File: config.mk
export PLATFORM = sky130hd
export DESIGN_NAME = addr_seq_ctrl_flat
export DESIGN_NICKNAME = d
export VERILOG_FILES = /design/src/rtl/addr_seq_pkg.sv /design/src/rtl/addr_seq_ctrl_if.sv /design/src/rtl/aux_ADD.sv /design/src/rtl/addr_seq_ctrl.sv /design/src/flat_wrapper.sv
export SDC_FILE = /design/constraint.sdc
export NUM_CORES = 1
export LEC_CHECK = 0
export CAP_MARGIN = 5
export CORE_MARGIN = 2
export CORE_UTILIZATION = 43
export CTS_CLUSTER_DIAMETER = 100
export DETAILED_ROUTE_END_ITERATION = 16
export GPL_ROUTABILITY_DRIVEN = 0
export PLACE_DENSITY = 0.73
export SLEW_MARGIN = 20
export SYNTH_ARGS = -nofsm -noshare
export SYNTH_HDL_FRONTEND = slang
export SYNTH_HIERARCHICAL = 1
export SYNTH_SLANG_ARGS = --single-unit
export TNS_END_PERCENT = 20
File: constraint.sdc
create_clock -name clk -period 1.3 [get_ports clk]
set_input_delay 0.13 -clock clk [delete_from_list [all_inputs] [get_ports clk]]
set_output_delay 0.13 -clock clk [all_outputs]
set_load 0.01 [all_outputs]
File: src/rtl/addr_seq_pkg.sv
// Shared types and constants for the address sequencer.
package addr_seq_pkg;

    localparam int unsigned ADDR_W = 6;

    typedef enum logic [1:0] {
        S_IDLE = 2'd0,
        S_RUN  = 2'd1,
        S_DONE = 2'd2
    } state_e;

endpackage

File: src/rtl/addr_seq_ctrl_if.sv
// Control and address-stream signals between the sequencer and its neighbours.
interface addr_seq_ctrl_if;
    import addr_seq_pkg::*;

    logic              start_i;
    logic              abort_i;
    logic [ADDR_W-1:0] last_i;
    logic              ready_i;
    logic [ADDR_W-1:0] addr_o;
    logic              valid_o;
    logic              busy_o;
    logic              done_o;

    modport master (
        input  start_i, abort_i, last_i, ready_i,
        output addr_o, valid_o, busy_o, done_o
    );

    modport slave (
        output start_i, abort_i, last_i, ready_i,
        input  addr_o, valid_o, busy_o, done_o
    );
endinterface

File: src/rtl/aux_ADD.sv
// Address incrementer; wraps silently at the top of the range.
module aux_ADD #(
    parameter int unsigned ADDR_W = 6
) (
    input  logic [ADDR_W-1:0] a_i,
    output logic [ADDR_W-1:0] sum_o
);
    assign sum_o = a_i + ADDR_W'(1);
endmodule

File: src/rtl/addr_seq_ctrl.sv
// Address sequencer: issues 0..last under valid/ready, then pulses done for one cycle.
module addr_seq_ctrl
    import addr_seq_pkg::*;
(
    input  logic            clk,
    input  logic            rstn,
    addr_seq_ctrl_if.master bus
);
    if (ADDR_W != 6) begin : g_addr_w_check
        $error("ADDR_W must be 6 to match aux_ADD");
    end

    state_e            state_q, state_d;
    logic [ADDR_W-1:0] addr_q, addr_d;
    logic [ADDR_W-1:0] last_q, last_d;
    logic [ADDR_W-1:0] addr_inc;
    logic              valid_q, valid_d;
    logic              busy_q, busy_d;
    logic              done_q, done_d;
    logic              is_last;

    aux_ADD #(.ADDR_W(ADDR_W)) u_aux_add (
        .a_i   (addr_q),
        .sum_o (addr_inc)
    );

    assign is_last = (addr_q == last_q);

    always_ff @(posedge clk or negedge rstn) begin
        if (!rstn) state_q <= S_IDLE;
        else       state_q <= state_d;
    end

    always_comb begin
        state_d = state_q;
        unique case (state_q)
            S_IDLE: if (bus.start_i) state_d = S_RUN;
            // Abort wins over an accepted beat.
            S_RUN: begin
                if (bus.abort_i)                 state_d = S_IDLE;
                else if (bus.ready_i && is_last) state_d = S_DONE;
            end
            S_DONE:  state_d = S_IDLE;
            default: state_d = S_IDLE;
        endcase
    end

    // Outputs are derived from the next state so they can be registered with no ready_i path.
    always_comb begin
        addr_d  = addr_q;
        last_d  = last_q;
        valid_d = (state_d == S_RUN);
        busy_d  = (state_d != S_IDLE);
        done_d  = (state_d == S_DONE);
        unique case (state_q)
            S_IDLE: begin
                if (bus.start_i) begin
                    addr_d = '0;
                    last_d = bus.last_i;
                end
            end
            S_RUN: begin
                if (bus.abort_i)                  addr_d = '0;
                else if (bus.ready_i && !is_last) addr_d = addr_inc;
            end
            default: ;
        endcase
    end

    always_ff @(posedge clk or negedge rstn) begin
        if (!rstn) begin
            addr_q  <= '0;
            last_q  <= '0;
            valid_q <= 1'b0;
            busy_q  <= 1'b0;
            done_q  <= 1'b0;
        end else begin
            addr_q  <= addr_d;
            last_q  <= last_d;
            valid_q <= valid_d;
            busy_q  <= busy_d;
            done_q  <= done_d;
        end
    end

    assign bus.addr_o  = addr_q;
    assign bus.valid_o = valid_q;
    assign bus.busy_o  = busy_q;
    assign bus.done_o  = done_q;
endmodule
File: src/flat_wrapper.sv
// flat-port wrapper written by rule: the top's interface ports become plain ports
module addr_seq_ctrl_flat import addr_seq_pkg::*;
  (clk, rstn, bus_start_i, bus_abort_i, bus_last_i, bus_ready_i, bus_addr_o, bus_valid_o, bus_busy_o, bus_done_o);
  addr_seq_ctrl_if bus_i ();
  input  logic clk;
  input  logic rstn;
  input wire logic [$bits(bus_i.start_i)-1:0] bus_start_i;
  input wire logic [$bits(bus_i.abort_i)-1:0] bus_abort_i;
  input wire logic [$bits(bus_i.last_i)-1:0] bus_last_i;
  input wire logic [$bits(bus_i.ready_i)-1:0] bus_ready_i;
  output wire logic [$bits(bus_i.addr_o)-1:0] bus_addr_o;
  output wire logic [$bits(bus_i.valid_o)-1:0] bus_valid_o;
  output wire logic [$bits(bus_i.busy_o)-1:0] bus_busy_o;
  output wire logic [$bits(bus_i.done_o)-1:0] bus_done_o;
  assign bus_i.start_i = bus_start_i;
  assign bus_i.abort_i = bus_abort_i;
  assign bus_i.last_i = bus_last_i;
  assign bus_i.ready_i = bus_ready_i;
  assign bus_addr_o = bus_i.addr_o;
  assign bus_valid_o = bus_i.valid_o;
  assign bus_busy_o = bus_i.busy_o;
  assign bus_done_o = bus_i.done_o;
  addr_seq_ctrl u_core (.clk(clk), .rstn(rstn), .bus(bus_i));
endmodule
==> metrics <==
main combinational cell family by area after synthesis multiplexers; Max Buffers Root-to-Sink 2; RSZ-0062 raised after global routing true; num rows 16; GRT overflow 0; Fmax achieved 0.668 GHz; critical-path cell list xor2_1 -> nor4_4 -> buf_4 -> nand3_2 -> a21o_1; Initial Util 44.9%; Routed WL per cell 12.0 um; Final TNS setup -1.90 ns; most frequent cell after synthesis dfrtp_1; Ys Warns 6; clock transition at the registers of the reported paths 0.09 ns; Startpoint Class flop; vias 636; total CTS buffers 3; kind of critical path flop to flop; number of H-tree levels 1; Synth Area per Inst between 10 and 15 sq um; Buf+Inv Stages, Crit Path 1; Syn Nets 84; initial antenna violation count 0; fin worst setup slack -0.196 ns; Synth Area in Compound Gates 5.94%; leakage 0.659 nW; Synth Area in Simple Gates 14.5%; Iteration-0 DRC Markers 10; ys async rst share 100%; failing checks setup timing; CP max FO 3; mux cell area share after synthesis between 10% and 20%; Max VDD drop ~0.58 mV; Synth top area share 49.3%; CTS root buf clkbuf_4; required time worst endpoint around 1.5 ns; final wirelength 1640 um; Util after Layout 65.8%; Final nets around 120; IO Count 20; Synth Register Bits 17; Seq/Total Area, Yosys 49.3%; GRT Overall Usage between 10% and 20%; Die X 48.8 um; worst hold-check path type input port to async pin; first-pass GRT wire length between 2000 and 3000 um; clk sinks 17; Critical Path AT 1.67 ns; post-route clock skew 0.00217 ns; core area 1920 sq um; ANT nets after route 0; die height 48.8 um; placed cell area 1200 sq um; dpl ws -0.355 ns; largest net degree at the start of global routing 18; Slew Viols, Final 0; DRC errors left 0; worst hold slack 0.159 ns; Post-DP HPWL 1290 um; EDFF count, synth 0; Final Hold Viols 0; Post-synth top flop dfrtp_1; IO buf count 19; Final Cell Area 1260 sq um; largest cells by area after synthesis dfrtp_1, xor2_1, mux2_2, mux2i_1, inv_1; Synth top cells by count dfrtp_1, inv_1, xor2_1; CP top delay family simple AND/OR/NAND/NOR gates; leading area contributor after synthesis dfrtp_1; run status complete, but fails checks; hold_buf cts 0; power after layout 1.36 mW; final period utilization 115%; CTS tree yes; post-synthesis cell area 863 sq um; worst slew pin tran 0.346 ns; XOR/XNOR Fraction of Synth Area 10.1%; Final Instance Count excl. Fillers 137; Initial DRT Pass Iterations 4; Via density between 4 and 5; Post-Place Cells 132; Adder-Cell Fraction of Synth Area 1.45%; share of cells above drive strength 1 between 30 and 40%; Worst Setup End Kind flop; Slowest-stage cell, CP dfrtp_1; synth unique cells 18; worst-skew pair later-pin latency between 0.2 and 0.3 ns; CP peak stage delay 0.40 ns; Slew HR 76.8%; final number of setup-violating endpoints 11; min cycle time layout 1.50 ns; Pwr Density 1080 nW/um^2; Die ar. 2380 sq um; Max-Cap Viols 0; area grow syn2layout 46.4%; Mapped Cells 72; fillers 172; n_diodes 0; number of global-route vias before repair between 600 and 700
-- flip-flops by register name, indices dropped and copies added (netlist names) --
name                count
u_core/last_q           6
u_core/state_q          2
u_core/bus.valid_o      1
u_core/bus.done_o       1
u_core/bus.addr_o       6
u_core/bus.busy_o       1
-- worst paths after layout --
kind,to,slack (ns),startpoint,cells past startpoint
max,u_core/bus.valid_o,-0.20,u_core/last_q[5],5
min,u_core/last_q[2],0.16,rstn,2
max in group asynchronous,u_core/bus.addr_o[3],0.94,rstn,2
min in group clk,u_core/last_q[5],0.47,bus_last_i[5],2
max reg2reg,u_core/bus.valid_o,-0.20,u_core/last_q[5],5
min reg2reg,u_core/last_q[0],0.55,u_core/last_q[0],1
-- placed cells by master (no fill, tap or decap), types with 2 or more instances in the layout --
master,Yosys,layout
mux2i_1,6,6
xor2_1,8,7
mux2_4,0,4
nor2_1,5,4
dlymetal6s2s_1,0,3
inv_1,9,9
dfrtp_1,17,15
nand2_1,6,6
nor3b_2,2,2
clkdlybuf4s50_1,0,10
xnor2_1,2,2
a21o_1,2,2
mux2_2,6,2
clkbuf_4,0,3
nand3_2,1,2
dfrtp_2,0,2
buf_4,0,14
dlygate4sd2_1,0,5
-- routing by layer --
layer | wire length [um] | part of all wire [%] | up-vias | GRT usage (%)
met3 | 57 | 3.5 | 2 | 3.07
met1 | 720 | 44 | 307 | 20.5
met2 | 825 | 50 | 12 | 25.1
met4 | 40 | 2.4 | 0 | 11.4
met5 | 0 | 0 | - | 0
li1 | - | - | 315 | -
-- logic make-up (layout without fill, tap and decap cells) --
kind of cell	count (synthesis)	after routing
fa+ha+maj	1	1
compound gates	4	4
xor+xnor	10	10
flops	17	17
simple gates	19	19
buf+inv	9	47
mux	12	12
-- repair_timing --
action | 4_1_cts | 5_1_grt
endpoints found under the hold margin | 0 | 0
pin swaps | 2 | 2
endpoints found under the setup margin | 17 | 21
cloned | 0 | 0
setup buffers | 0 | 1
gates resized for setup | 6 | 11
-- power breakdown --
| part | switching, mW | internal [mW] | total (mW) | leakage [nW] |
|---|---|---|---|---|
| logic | 0.191 | 0.242 | 0.433 | 0.431 |
| registers | 0.0558 | 0.603 | 0.659 | 0.213 |
| clock network | 0.152 | 0.119 | 0.270 | 0.0150 |
-- layout make-up --
| type | count | area, sq um | share of cell area (%) |
|---|---|---|---|
| tap | 27 | 33.8 | 2.67 |
| inverter | 9 | 33.8 | 2.67 |
| multi-input combinational | 46 | 434 | 34.4 |
| sequential | 17 | 428 | 33.9 |
| clock buffer | 4 | 26.3 | 2.08 |
| timing repair buffer | 34 | 308 | 24.4 |
No activity file was read; power rests on OpenSTA's default activity.
